**src/rtl/sdram_test_sequencer.sv**
```systemverilog
`default_nettype none
// sdram_test_sequencer -- LFSR pattern write / read-back / compare traffic generator for the
// SDRAM controller host port, with error statistics and optional looping. Revision 1.0
module sdram_test_sequencer #(
  parameter int                ADDR_W    = 23,
  parameter int                DATA_W    = 16,
  parameter logic [ADDR_W-1:0] ADDR_LAST = 23'h7FFFFF,
  parameter logic [DATA_W-1:0] SEED      = 16'hACE1,
  parameter int                ERR_W     = 16
) (
  input  logic              sys_clk,
  input  logic              sys_reset_n,
  input  logic              start,
  input  logic              loop,
  output logic              cmd_valid,
  output logic              cmd_write,
  output logic [ADDR_W-1:0] cmd_addr,
  output logic [DATA_W-1:0] cmd_wdata,
  input  logic              cmd_ready,
  input  logic [DATA_W-1:0] rd_data,
  input  logic              rd_valid,
  output logic              busy,
  output logic              done,
  output logic              err_flag,
  output logic [ERR_W-1:0]  err_cnt,
  output logic [ADDR_W-1:0] first_err_addr,
  output logic [DATA_W-1:0] first_err_data,
  output logic [15:0]       pass_cnt
);

  typedef enum logic [2:0] {
    S_IDLE      = 3'd0,
    S_WRITE     = 3'd1,
    S_READ_REQ  = 3'd2,
    S_READ_WAIT = 3'd3,
    S_DONE      = 3'd4
  } state_t;

  localparam logic [ERR_W-1:0]  ERR_MAX = '1;
  localparam logic [DATA_W-1:0] POLY    = DATA_W'(16'hB400);

  state_t            state;
  logic [DATA_W-1:0] lfsr;
  logic [ADDR_W-1:0] addr;

  logic              cmd_accept;
  logic              at_last;
  logic [ADDR_W-1:0] addr_inc;
  logic [DATA_W-1:0] lfsr_nxt;
  logic [15:0]       pass_inc;
  logic              mismatch;

  function automatic logic [DATA_W-1:0] pass_seed(input logic [15:0] p);
    logic [DATA_W-1:0] s;
    s = SEED ^ DATA_W'(p);
    return (s == '0) ? DATA_W'(1) : s;
  endfunction

  assign cmd_accept = cmd_valid & cmd_ready;
  assign at_last    = (addr == ADDR_LAST);
  assign addr_inc   = addr + ADDR_W'(1);
  assign lfsr_nxt   = {1'b0, lfsr[DATA_W-1:1]} ^ (lfsr[0] ? POLY : '0);
  assign pass_inc   = pass_cnt + 16'd1;
  assign mismatch   = (rd_data != lfsr);

  always_ff @(posedge sys_clk or negedge sys_reset_n) begin
    if (!sys_reset_n) begin
      state          <= S_IDLE;
      lfsr           <= SEED;
      addr           <= '0;
      cmd_valid      <= 1'b0;
      cmd_write      <= 1'b0;
      cmd_addr       <= '0;
      cmd_wdata      <= '0;
      busy           <= 1'b0;
      done           <= 1'b0;
      err_flag       <= 1'b0;
      err_cnt        <= '0;
      first_err_addr <= '0;
      first_err_data <= '0;
      pass_cnt       <= '0;
    end else begin
      case (state)
        S_IDLE, S_DONE: begin
          if (start) begin
            err_cnt        <= '0;
            err_flag       <= 1'b0;
            first_err_addr <= '0;
            first_err_data <= '0;
            pass_cnt       <= '0;
            addr           <= '0;
            lfsr           <= pass_seed(16'd0);
            state          <= S_WRITE;
            busy           <= 1'b1;
            done           <= 1'b0;
            cmd_valid      <= 1'b1;
            cmd_write      <= 1'b1;
            cmd_addr       <= '0;
            cmd_wdata      <= pass_seed(16'd0);
          end
        end
        S_WRITE: begin
          if (cmd_accept) begin
            if (at_last) begin
              // Read phase regenerates the same sequence from the pass seed
              addr      <= '0;
              lfsr      <= pass_seed(pass_cnt);
              state     <= S_READ_REQ;
              cmd_write <= 1'b0;
              cmd_addr  <= '0;
              cmd_wdata <= '0;
            end else begin
              addr      <= addr_inc;
              lfsr      <= lfsr_nxt;
              cmd_addr  <= addr_inc;
              cmd_wdata <= lfsr_nxt;
            end
          end
        end
        S_READ_REQ: begin
          if (cmd_accept) begin
            state     <= S_READ_WAIT;
            cmd_valid <= 1'b0;
          end
        end
        S_READ_WAIT: begin
          if (rd_valid) begin
            if (mismatch) begin
              if (err_cnt != ERR_MAX) err_cnt <= err_cnt + ERR_W'(1);
              err_flag <= 1'b1;
              if (!err_flag) begin
                first_err_addr <= addr;
                first_err_data <= rd_data;
              end
            end
            if (at_last) begin
              pass_cnt <= pass_inc;
              addr     <= '0;
              if (loop) begin
                lfsr      <= pass_seed(pass_inc);
                state     <= S_WRITE;
                cmd_valid <= 1'b1;
                cmd_write <= 1'b1;
                cmd_addr  <= '0;
                cmd_wdata <= pass_seed(pass_inc);
              end else begin
                lfsr  <= lfsr_nxt;
                state <= S_DONE;
                busy  <= 1'b0;
                done  <= 1'b1;
              end
            end else begin
              addr      <= addr_inc;
              lfsr      <= lfsr_nxt;
              state     <= S_READ_REQ;
              cmd_valid <= 1'b1;
              cmd_addr  <= addr_inc;
            end
          end
        end
        default: begin
          state     <= S_IDLE;
          busy      <= 1'b0;
          done      <= 1'b0;
          cmd_valid <= 1'b0;
        end
      endcase
    end
  end

endmodule
`default_nettype wire

```
**config.mk**
```make
export PLATFORM = sky130hd
export DESIGN_NAME = sdram_test_sequencer
export DESIGN_NICKNAME = d
export VERILOG_FILES = /design/src/rtl/sdram_test_sequencer.sv
export SDC_FILE = /design/constraint.sdc
export NUM_CORES = 1
export LEC_CHECK = 0
export CORE_ASPECT_RATIO = 1.1
export CORE_MARGIN = 2
export CORE_UTILIZATION = 54
export DETAILED_ROUTE_END_ITERATION = 10
export HOLD_SLACK_MARGIN = 0.12
export PLACE_DENSITY_LB_ADDON = 0.1
export SYNTH_ARGS = -nofsm -noshare
export SYNTH_HDL_FRONTEND = slang
export SYNTH_SLANG_ARGS = --single-unit
export TNS_END_PERCENT = 50
```
**constraint.sdc**
```tcl
create_clock -name sys_clk -period 3.62 [get_ports sys_clk]
set_input_delay 0.543 -clock sys_clk [delete_from_list [all_inputs] [get_ports sys_clk]]
set_output_delay 0.543 -clock sys_clk [all_outputs]
set_load 0.05 [all_outputs]
```
==> Word-level counts from Yosys, hierarchy flattened <==
Cells that the tools add are included.
{ "totals": {"input_bits": 22, "reg_bits": 157, "word_cells": 132} }
{ "classes": {"addsub": 3, "bitwise_logic": 6, "n_mux": 72, "n_reduce_logical": 18, "n_eq_ne": 19} }
{ "op_table": {"columns": ["cell", "count"], "rows": [
  ["16-bit 2-to-1 mux", 23],
  ["23-bit 2-to-1 mux", 10],
  ["23-bit one-hot mux with 3 select lines", 2],
  ["16-bit one-hot mux with 2 select lines", 3],
  ["16-bit one-hot mux with 3 select lines", 2],
  ["23-bit one-hot mux with 2 select lines", 1],
  ["16-bit by 1-bit adder with 16-bit output (second input constant)", 2],
  ["16-bit logical NOT", 2],
  ["5-bit AND reduction", 6],
  ["23-bit by 1-bit adder with 23-bit output (second input constant)", 1],
  ["23-bit == test (second input constant)", 1],
  ["2-bit inequality test (second input constant)", 11],
  ["3-bit 2-to-1 mux", 7],
  ["1-bit 2-to-1 mux", 18],
  ["16-bit inequality test", 1],
  ["16-bit inequality test (second input constant)", 1],
  ["8-bit inverter", 2],
  ["15-bit by 16-bit XOR with 16-bit output", 1],
  ["3-bit one-hot mux with 4 select lines", 1],
  ["4-bit AND reduction", 3],
  ["1-bit one-hot mux with 3 select lines", 3],
  ["7-bit AND reduction", 1],
  ["3-bit by 2-bit == test with 1-bit output (second input constant)", 2],
  ["6-bit AND reduction", 1],
  ["11 further kinds", 13]
]} }

==> Longest topological paths before layout <==
Gate-level depths: netlist of the first run.
{ "depth": {"depth_word": 8, "mapped_depth": 11, "depth_no_buf": 8} }

==> Least setup slack after synthesis of the first run <==
OpenSTA, ideal clock, no wires.
{ "synth_path": {"kind": "register to register", "from": "register pass_cnt[12]", "to": "register lfsr[1]", "path_buffers": 1, "t_arrival_ns": 2.779, "t_required_ns": 3.496, "stages_incl_launch_ff": 8, "setup_ns": 0.124, "path_slack_ns": 0.717, "path_cell_list": "dfrtp_1 > buf_6 > or3b_1 > a2111oi_2 > a21oi_1 > or4_1 > or4_4 > a211o_1"} }
{ "synth_between": {"elab_chain_len": 8, "elab_cells_between_ends": 12, "classes_between": "1 x add/sub; 8 x mux; 1 x bitwise; 2 x reduce/logical"} }
{ "synth_lines": {"columns": ["item", "line", "rtl"], "rows": [
  ["from (decl)", "28", "output logic [15:0] pass_cnt"],
  ["from (signal assigned)", "137", "pass_cnt <= pass_inc;"],
  ["16-bit by 1-bit adder with 16-bit output", "63", "assign pass_inc = pass_cnt + 16'd1;"],
  ["8-bit inverter (no line)", null, null],
  ["16-bit logical NOT", "56", "return (s == '0) ? DATA_W'(1) : s;"],
  ["16-bit 2-to-1 mux", "56", null],
  ["16-bit 2-to-1 mux", "139", "if (loop) begin"],
  ["16-bit 2-to-1 mux", "136", "if (at_last) begin"],
  ["16-bit 2-to-1 mux", "127", "if (rd_valid) begin"],
  ["16-bit one-hot mux with 3 select lines *", "83", "case (state)"],
  ["to (signal assigned)", "92", "lfsr <= pass_seed(16'd0);"],
  ["to (signal assigned)", "140", "lfsr <= pass_seed(pass_inc);"],
  ["to (signal assigned)", "147", "lfsr <= lfsr_nxt;"],
  ["to (decl)", "43", "logic [DATA_W-1:0] lfsr;"]
]} }
Mark *: on every way between the ends. The rest lies on a longest branch, timed or not. The select of a mux whose other input is x is not followed.
A chain may end at the register's enable or synchronous reset.

==> Final worst setup path of the first run <==
{ "layout_path": {"from": "register addr[0]", "to": "register lfsr[12]"} }
{ "layout_between": {"elab_chain_len": 4, "elab_cells_between_ends": 6, "classes_between": "1 x eq/ne; 5 x mux"} }
{ "layout_lines": {"columns": ["item", "line", "rtl"], "rows": [
  ["from (decl)", "44", "logic [ADDR_W-1:0] addr;"],
  ["from (signal assigned)", "113", "addr <= addr_inc;"],
  ["from (signal assigned)", "153", "addr <= addr_inc;"],
  ["23-bit == test *", "60", "assign at_last = (addr == ADDR_LAST);"],
  ["16-bit 2-to-1 mux (on tied branches)", "136, 104", null],
  ["16-bit 2-to-1 mux (on tied branches)", "127, 103", null],
  ["16-bit one-hot mux with 3 select lines *", "83", null]
]} }
Marks and branches as above.

==> flow_summary.ini, run 1 <==
[clocking]
clk_latency_ns = 0.43
numCtsBuffers = 17
post_cts_buffers = 0
clock_sinks = 157
cts_hold_buf = 0
cts_tree = built
clockBufferDepth = 2
cts_resized = 0
h-tree-depth = 4
cts.clk_slew.worst_paths_ns = 0.07
root_buffer = clkbuf_16

[global_routing]
first_global_vias = 7109
grt_antenna_before_repair = 0
grt_pass1_wl_um = 38100
grt_max_degree = 67
grtUsageTotal_pct = 29.8
overflow = 0

[drt]
ant_nets = 0
drt_iter0_markers = 923
vias = 7503
wire_per_inst_um = 19.7
firstDrtPassIters = 6
drc = 0
routed_wl_um = 23900
routed_via_density = 6.19

[placed_design]
portBuffers = 136
pre_cts_ws_ns = 0.359
placed_cell_area_um2 = 9880
dp_hpwl_um = 16500
dp_cells = 1180
place_congestion = 0.914

[logic_synthesis]
netlist_top_cells_area = dfrtp_1 (45%), o21ai_0 (5.4%), nand2_1 (5.3%)
yosys_warnings = 0
ys_ff_latch = 157
avgSynthCellArea_um2 = 9.41
syn_area_um2 = 8350
yosysTopAreaCellShare_pct = 44.7
yosysSeqAreaShare_pct = 47.2
syn_nets = 914
yosysUniqueCellTypes = 72
synth-edff-count = 0
synth_ff_type = dfrtp_1
synthCells = 887
async_reset_ff_share_pct = 100
synth_top_cell_by_area = dfrtp_1

[floorplanning]
start_util_pct = 55.3
dieArea_um2 = 16500
ioPinCount = 137
dieWidth_um = 123
fp.coreArea_um2 = 15100
rows = 47
die_h_um = 134

[layout]
seqCellArea_um2 = 3940
n_fill_cell = 1207
fin_util_pct = 69.4
final_area_um2 = 10500
layout_common_cells = dfrtp_1 (149), clkdlybuf4s50_1 (135), nand2_1 (119)
multi_input_comb_area_um2 = 4040
area_growth_pct = 25.6
antenna-diode-count = 0
layout_commonest_cell = dfrtp_1
fin_cells = 1212
nets = 1030
drive_above_1_share_pct = 8.86

[sta]
fin_skew_ns = 0.00862
min_period_over_period_pct = 84.5
setup_viol = 0
finalSetupTns_ns = 0
rsz0062_at_grt = no
max_slew.worst_pin.slew_ns = 0.861
slew_violations = 0
relSlewSlack_pct = 42.6
finalCriticalPeriod_ns = 3.06
timing_hold_violations_final = 0
holdWs_ns = 0.0869
fin_ws_ns = 0.560
max_freq_ghz = 0.327

[hold_path]
holdCritPathClass = in2async

[critical_path]
crit_path_start_kind = register
critPathCaptureType = register
crit_arrival_ns = 3.34
path_max_fanout = 10
required_ns = 3.90
critical_path_class = reg2reg

[flow_run]
maxCapViolations = 0

[power_and_ir_drop]
power_mw = 5.08
p_leak_nw = 4.18
power.density_nw_per_um2 = 484
ir_worst_vdd_v = 0.000375

[status]
status = finished, final reports clean
cells by family (layout without fill, tap and decap cells):
logic type	count (synthesis)	count (layout)	share of synthesized area [%]
AND/OR/NAND/NOR	303	303	18.0
AO/OA/AOI/OAI	274	274	21.8
flip-flops	157	157	47.2
buffers and inverters	76	205	4.51
XOR/XNOR	55	55	5.77
multiplexers	17	17	2.08
adder cells (fa/ha/maj)	5	5	0.749
report_power, final:
| group | leakage (nW) | internal [mW] | switching (mW) | total [mW] |
|---|---|---|---|---|
| combinational | 1.80 | 0.405 | 0.649 | 1.05 |
| sequential | 2.08 | 1.94 | 0.222 | 2.16 |
| clock | 0.294 | 1.06 | 0.800 | 1.86 |
| total | 4.18 | 3.41 | 1.67 | 5.08 |
sequential cells by signal (all words and copies together), names as in the netlist, 3 cells and up:
name            count
addr               23
cmd_addr           23
cmd_wdata          16
err_cnt            16
first_err_addr     23
first_err_data     16
lfsr               16
pass_cnt           16
state               3
final cells by class:
class	instances	share of cell area, %
Inverter	7	0.251
Clock inverter	14	1.62
Tap cell	196	2.34
Clock buffer	18	4.19
Sequential cell	157	37.6
Multi-Input combinational cell	654	38.5
Timing Repair Buffer	166	15.5
Yosys cell counts, types with 19 or more instances:
cell / count
xor2_1: 20
clkbuf_1: 41
o31ai_1: 27
dfrtp_1: 149
a22o_1: 42
nand2_1: 119
a21oi_1: 41
o21ai_0: 90
xnor2_1: 35
nor2_1: 42
nand3_1: 33
nand4_1: 19
path summary, 6_finish.rpt:
kind                             start          end  slack (ns)  cells after the start
setup / recovery               addr[0]     lfsr[12]        0.56                      8
hold / removal             sys_reset_n  cmd_addr[7]        0.09                      1
setup reg to reg               addr[0]     lfsr[12]        0.56                      8
hold reg to reg            cmd_addr[6]  cmd_addr[6]        0.48                      2
max in group asynchronous  sys_reset_n     addr[18]        2.69                      2
min in group sys_clk       cmd_addr[6]  cmd_addr[6]        0.48                      2
critical path, cell delays in order, from the launching register on:
cell and delay [ns]:
dfrtp_1 0.44, ha_1 0.28, nand3_1 0.17, or3_1 0.57
or3_1 0.62, buf_4 0.27, mux2_2 0.27, a22oi_1 0.19
o21ai_0 0.10
metal layers:
metal	track usage (%)	part of all wire [%]	up-vias
li1	-	-	3490
met1	40.4	42	3657
met2	47.2	49	294
met3	5.36	5.8	62
met4	12.3	3.9	0
met5	0	0	-
Note: power is estimated with default switching activity, not from simulation.
==> run 2: changes to the inputs <==
Settings changed: CORE_UTILIZATION 54 to 49.
Clock period 3.62 ns to 2.65 ns, I/O delays scaled along.
==> run 2 against run 1 <==
Design area is 5.9% higher. Power is 37% higher. Non-clock buffer count up 68. Clock skew is 0.0021 ns lower. Clock power is 32% higher. Worst hold slack gained 0.39 ns. Combinational power grew 54%. Largest cell class unchanged. Final cell count increased by 6.8%. Sequential cell count is the same. Largest power group unchanged. Worst setup slack got worse by 0.44 ns.
==> flow_summary.ini, run 2 (synthesis results as in run 1) <==
[status]
status = finished, final reports clean

[drt]
ant_nets = 0
drt_iter0_markers = 620
routed_via_density = 6.02
vias = 7788
wire_per_inst_um = 20.2
routed_wl_um = 26200
drc = 0
firstDrtPassIters = 5

[critical_path]
path_max_fanout = 14
required_ns = 3.02
critPathCaptureType = register
crit_path_start_kind = register
critical_path_class = reg2reg
crit_arrival_ns = 2.90

[placed_design]
pre_cts_ws_ns = -0.332
dp_hpwl_um = 18300
dp_cells = 1258
place_congestion = 0.943
portBuffers = 136

[layout]
multi_input_comb_area_um2 = 4110
fin_cells = 1294
nets = 1100
layout_commonest_cell = clkdlybuf4s50_1
layout_common_cells = clkdlybuf4s50_1 (135), dfrtp_1 (134), nand2_1 (119)
area_growth_pct = 33.0
drive_above_1_share_pct = 16.4
antenna-diode-count = 0
n_fill_cell = 1406
reg.largest.list = addr: 23 flops, cmd_addr: 23 flops, first_err_addr: 23 flops
seqCellArea_um2 = 3960

[power_and_ir_drop]
power_mw = 6.98
power.density_nw_per_um2 = 628
p_leak_nw = 4.50
ir_worst_vdd_v = 0.000565

[clocking]
clk_latency_ns = 0.43
root_buffer = clkbuf_16
h-tree-depth = 4
clockBufferDepth = 2
cts_tree = built
post_cts_buffers = 0
numCtsBuffers = 17
cts.clk_slew.worst_paths_ns = 0.06
clock_sinks = 157

[sta]
fin_ws_ns = 0.118
min_period_over_period_pct = 95.6
timing_hold_violations_final = 0
slew_violations = 0
finalCriticalPeriod_ns = 2.53
finalSetupTns_ns = 0
max_slew.worst_pin.slew_ns = 0.821
fin_skew_ns = 0.00651
setup_viol = 0
max_freq_ghz = 0.395
relSlewSlack_pct = 45.1
holdWs_ns = 0.475
rsz0062_at_grt = no

[global_routing]
grt_antenna_before_repair = 0
overflow = 0
grt_max_degree = 59
grt_pass1_wl_um = 41900
first_global_vias = 7631
grtUsageTotal_pct = 29.7

[floorplanning]
start_util_pct = 49.6
dieArea_um2 = 18100
dieWidth_um = 128
die_h_um = 141
rows = 50
ioPinCount = 137
fp.coreArea_um2 = 16800

[hold_path]
holdCritPathClass = reg2reg

[flow_run]
maxCapViolations = 0
-- run 2: final cells by class --
class / count / share of cell area [%]
Tap cell: 208 / 2.34
Multi-Input combinational cell: 656 / 37.0
Clock inverter: 13 / 1.26
Timing Repair Buffer: 234 / 19.6
Clock buffer: 19 / 3.99
Sequential cell: 157 / 35.6
Inverter: 7 / 0.237
-- run 2: stage by stage --
step           util [%]  area, µm²
6_report           66.0      11100
5_1_grt            66.0      11100
3_5_place_dp       62.0      10400
2_1_floorplan         -       8380
4_1_cts            65.6      11000
3_3_place_gp       62.0      10400
-- run 2: timing repair --
item	CTS	global route
endpoints found under the hold margin	50	0
cloned	1	2
pin swaps	0	5
setup endpoints to repair	9	59
gates resized for setup	0	9
hold buffers	1	0
-- run 2: report_power, final --
part,internal (mW),switching (mW),total (mW),leakage (nW)
registers,2.65,0.241,2.89,2.06
clock network,1.42,1.04,2.46,0.281
logic,0.642,0.981,1.62,2.17
-- run 2: layer usage --
metal,share of wire (%),vias up,global-route usage (%)
met1,43,3785,40.1
met4,3.4,0,13.0
li1,-,3625,-
met5,0,-,0
met3,6.0,67,4.63
met2,48,311,47.3
-- run 2: path summary, 6_finish.rpt --
| kind | startpoint | to | slack, ns | cells after the start |
|---|---|---|---|---|
| min in group asynchronous | sys_reset_n | cmd_addr[2] | 0.51 | 2 |
| worst max register to register | lfsr[7] | first_err_data[0] | 0.12 | 7 |
| worst min-delay path | cmd_addr[3] | cmd_addr[3] | 0.48 | 2 |
| worst min register to register | cmd_addr[3] | cmd_addr[3] | 0.48 | 2 |
| worst max-delay path | lfsr[7] | first_err_data[0] | 0.12 | 7 |
| max in group asynchronous | sys_reset_n | first_err_addr[12] | 1.36 | 3 |
-- run 2: worst max-delay path: stages (launching register included) --
cell and delay, ns:
dfstp_2 0.58, xor2_1 0.09, or4_1 0.51, or4_4 0.51, o21bai_4 0.24, a21o_4 0.21
buf_6 0.17, a22o_1 0.14
==> run 3: changes to the inputs <==
Settings changed: ABC_AREA from default to 0, REMOVE_ABC_BUFFERS from default to 1.
==> run 3 against run 2 <==
Critical path depth rose by 1. Clock-buffer cell count increased by 2. Non-clock buffer count increased by 11. Critical endpoint is now lfsr[0]. Via count is 1.2% higher. Sequential cell count is the same. Maximum frequency down 2.2%. Critical path type unchanged. Design area up 1.2%.
==> flow_summary.ini, run 3 (synthesis results as in run 1) <==
[sta]
fin_skew_ns = 0.00998
min_period_over_period_pct = 97.7
slew_violations = 0
max_slew.worst_pin.slew_ns = 0.819
rsz0062_at_grt = yes
finalSetupTns_ns = 0
relSlewSlack_pct = 45.2
holdWs_ns = 0.476
fin_ws_ns = 0.0611
setup_viol = 0
finalCriticalPeriod_ns = 2.59
max_freq_ghz = 0.386
timing_hold_violations_final = 0

[floorplanning]
dieWidth_um = 128
dieArea_um2 = 18100
fp.coreArea_um2 = 16800
start_util_pct = 49.6
ioPinCount = 137
rows = 50
die_h_um = 141

[power_and_ir_drop]
p_seq_share_pct = 40.1
power.density_nw_per_um2 = 636
p_sw_share_pct = 31.1
power.switching_mw = 2.22
comb_power_share_pct = 23.3
power_frac_clock_pct = 36.6
p_leak_nw = 4.61
ir_worst_vdd_v = 0.000518
internal_power_mw = 4.93

[drt]
wire_per_inst_um = 19.5
routed_via_density = 6.05
drc = 0
firstDrtPassIters = 5
ant_nets = 0
routed_wl_um = 25400
vias = 7878
drt_iter0_markers = 808

[clocking]
root_buffer = clkbuf_16
clockBufferDepth = 2
clk_latency_ns = 0.44
numCtsBuffers = 17
cts.clk_slew.worst_paths_ns = 0.06
cts_tree = built
post_cts_buffers = 0
clock_sinks = 157
h-tree-depth = 4

[critical_path]
slowest_stage = or4_4
required_ns = 3.01
crit_path_start_kind = register
critical_path_class = reg2reg
crit_chain = buf_4 -> nand4_1 -> nor4_4 -> xnor2_2 -> or4_4 -> or4_4 -> buf_4 -> o21ai_2
cp_slowest_stage_delay_ns = 0.54
critPathCaptureType = register
path_max_fanout = 11
path_delay_family = simple AND/OR/NAND/NOR gates
crit_arrival_ns = 2.95
critPathBufInv = 2

[placed_design]
place_congestion = 0.875
dp_hpwl_um = 17900
pre_cts_ws_ns = -0.352
portBuffers = 136

[layout]
layout_commonest_cell = dfrtp_1
nets = 1110
antenna-diode-count = 0
multi_input_comb_area_um2 = 4130
reg.largest.list = addr: 23 flops, cmd_addr: 23 flops, first_err_addr: 23 flops
seqCellArea_um2 = 3940
n_fill_cell = 1388
drive_above_1_share_pct = 16.1
layout_common_cells = dfrtp_1 (148), clkdlybuf4s50_1 (135), nand2_1 (119)
area_growth_pct = 34.6

[status]
status = finished, final reports clean

[global_routing]
grt_antenna_before_repair = 0
first_global_vias = 7560
grt_pass1_wl_um = 40400
grt_max_degree = 60
grtUsageTotal_pct = 28.6
overflow = 0

[hold_path]
holdCritPathClass = in2async

[flow_run]
maxCapViolations = 0
[run 3: cell types whose count changed in the layout (fill, tap and decap cells not counted), moves of 3 or more]
| cell | previous run | this run |
|---|---|---|
| buf_4 | 91 | 101 |
| clkinv_2 | 4 | 1 |
| dfrtp_1 | 134 | 148 |
| dfrtp_2 | 15 | 1 |
[run 3: layer usage]
layer,global-route usage [%],wire length (µm),share of wire [%]
met1,38.9,11100,44
met2,45.4,12100,48
met3,4.82,1500,5.9
met4,11.9,707,2.8
met5,0,0,0
[run 3: worst paths after layout]
path	from	endpoint	slack (ns)	depth (start not counted)
setup reg to reg	pass_cnt[0]	lfsr[0]	0.06	8
min in group sys_clk	cmd_addr[11]	cmd_addr[11]	0.48	2
max in group asynchronous	sys_reset_n	lfsr[5]	1.46	3
hold reg to reg	cmd_addr[11]	cmd_addr[11]	0.48	2
setup / recovery	pass_cnt[0]	lfsr[0]	0.06	8
hold / removal	sys_reset_n	first_err_data[10]	0.48	2
[run 3: metrics by stage]
step | utilization (%) | power [mW] | cell area (µm²) | std cells
after floorplan | - | 3.84 | 8000 | 818
after global routing | 66.8 | 7.39 | 11200 | 1302
after global placement | 62.5 | 4.52 | 10500 | 1270
after CTS | 66.4 | 7.16 | 11200 | 1302
final | 66.8 | 7.15 | 11200 | 1302
after detailed placement | 62.5 | 4.54 | 10500 | 1270
[run 3: power groups by stage]
stage	Sequential [mW]	Combinational (mW)	Clock, mW
2_1_floorplan	3.33	0.506	0
3_3_place_gp	2.90	1.63	0
3_5_place_dp	2.90	1.64	0
4_1_cts	2.86	1.66	2.64
5_1_grt	2.89	1.77	2.73
6_report	2.86	1.66	2.62
[run 3: final cells by class]
cell class                      instances  share of cell area, %
Clock buffer                           21                   4.10
Clock inverter                          9                   1.41
Multi-Input combinational cell        655                   36.8
Inverter                                7                  0.234
Timing Repair Buffer                  245                   20.1
Sequential cell                       157                   35.0
Tap cell                              208                   2.31
[run 3: repair_timing]
action / in CTS / in global routing
cloned: 1 / 0
hold endpoints to repair: 50 / 0
setup endpoints to repair: 25 / 65
hold buffers: 1 / 0
pin swaps: 2 / 4
resized for setup: 5 / 13
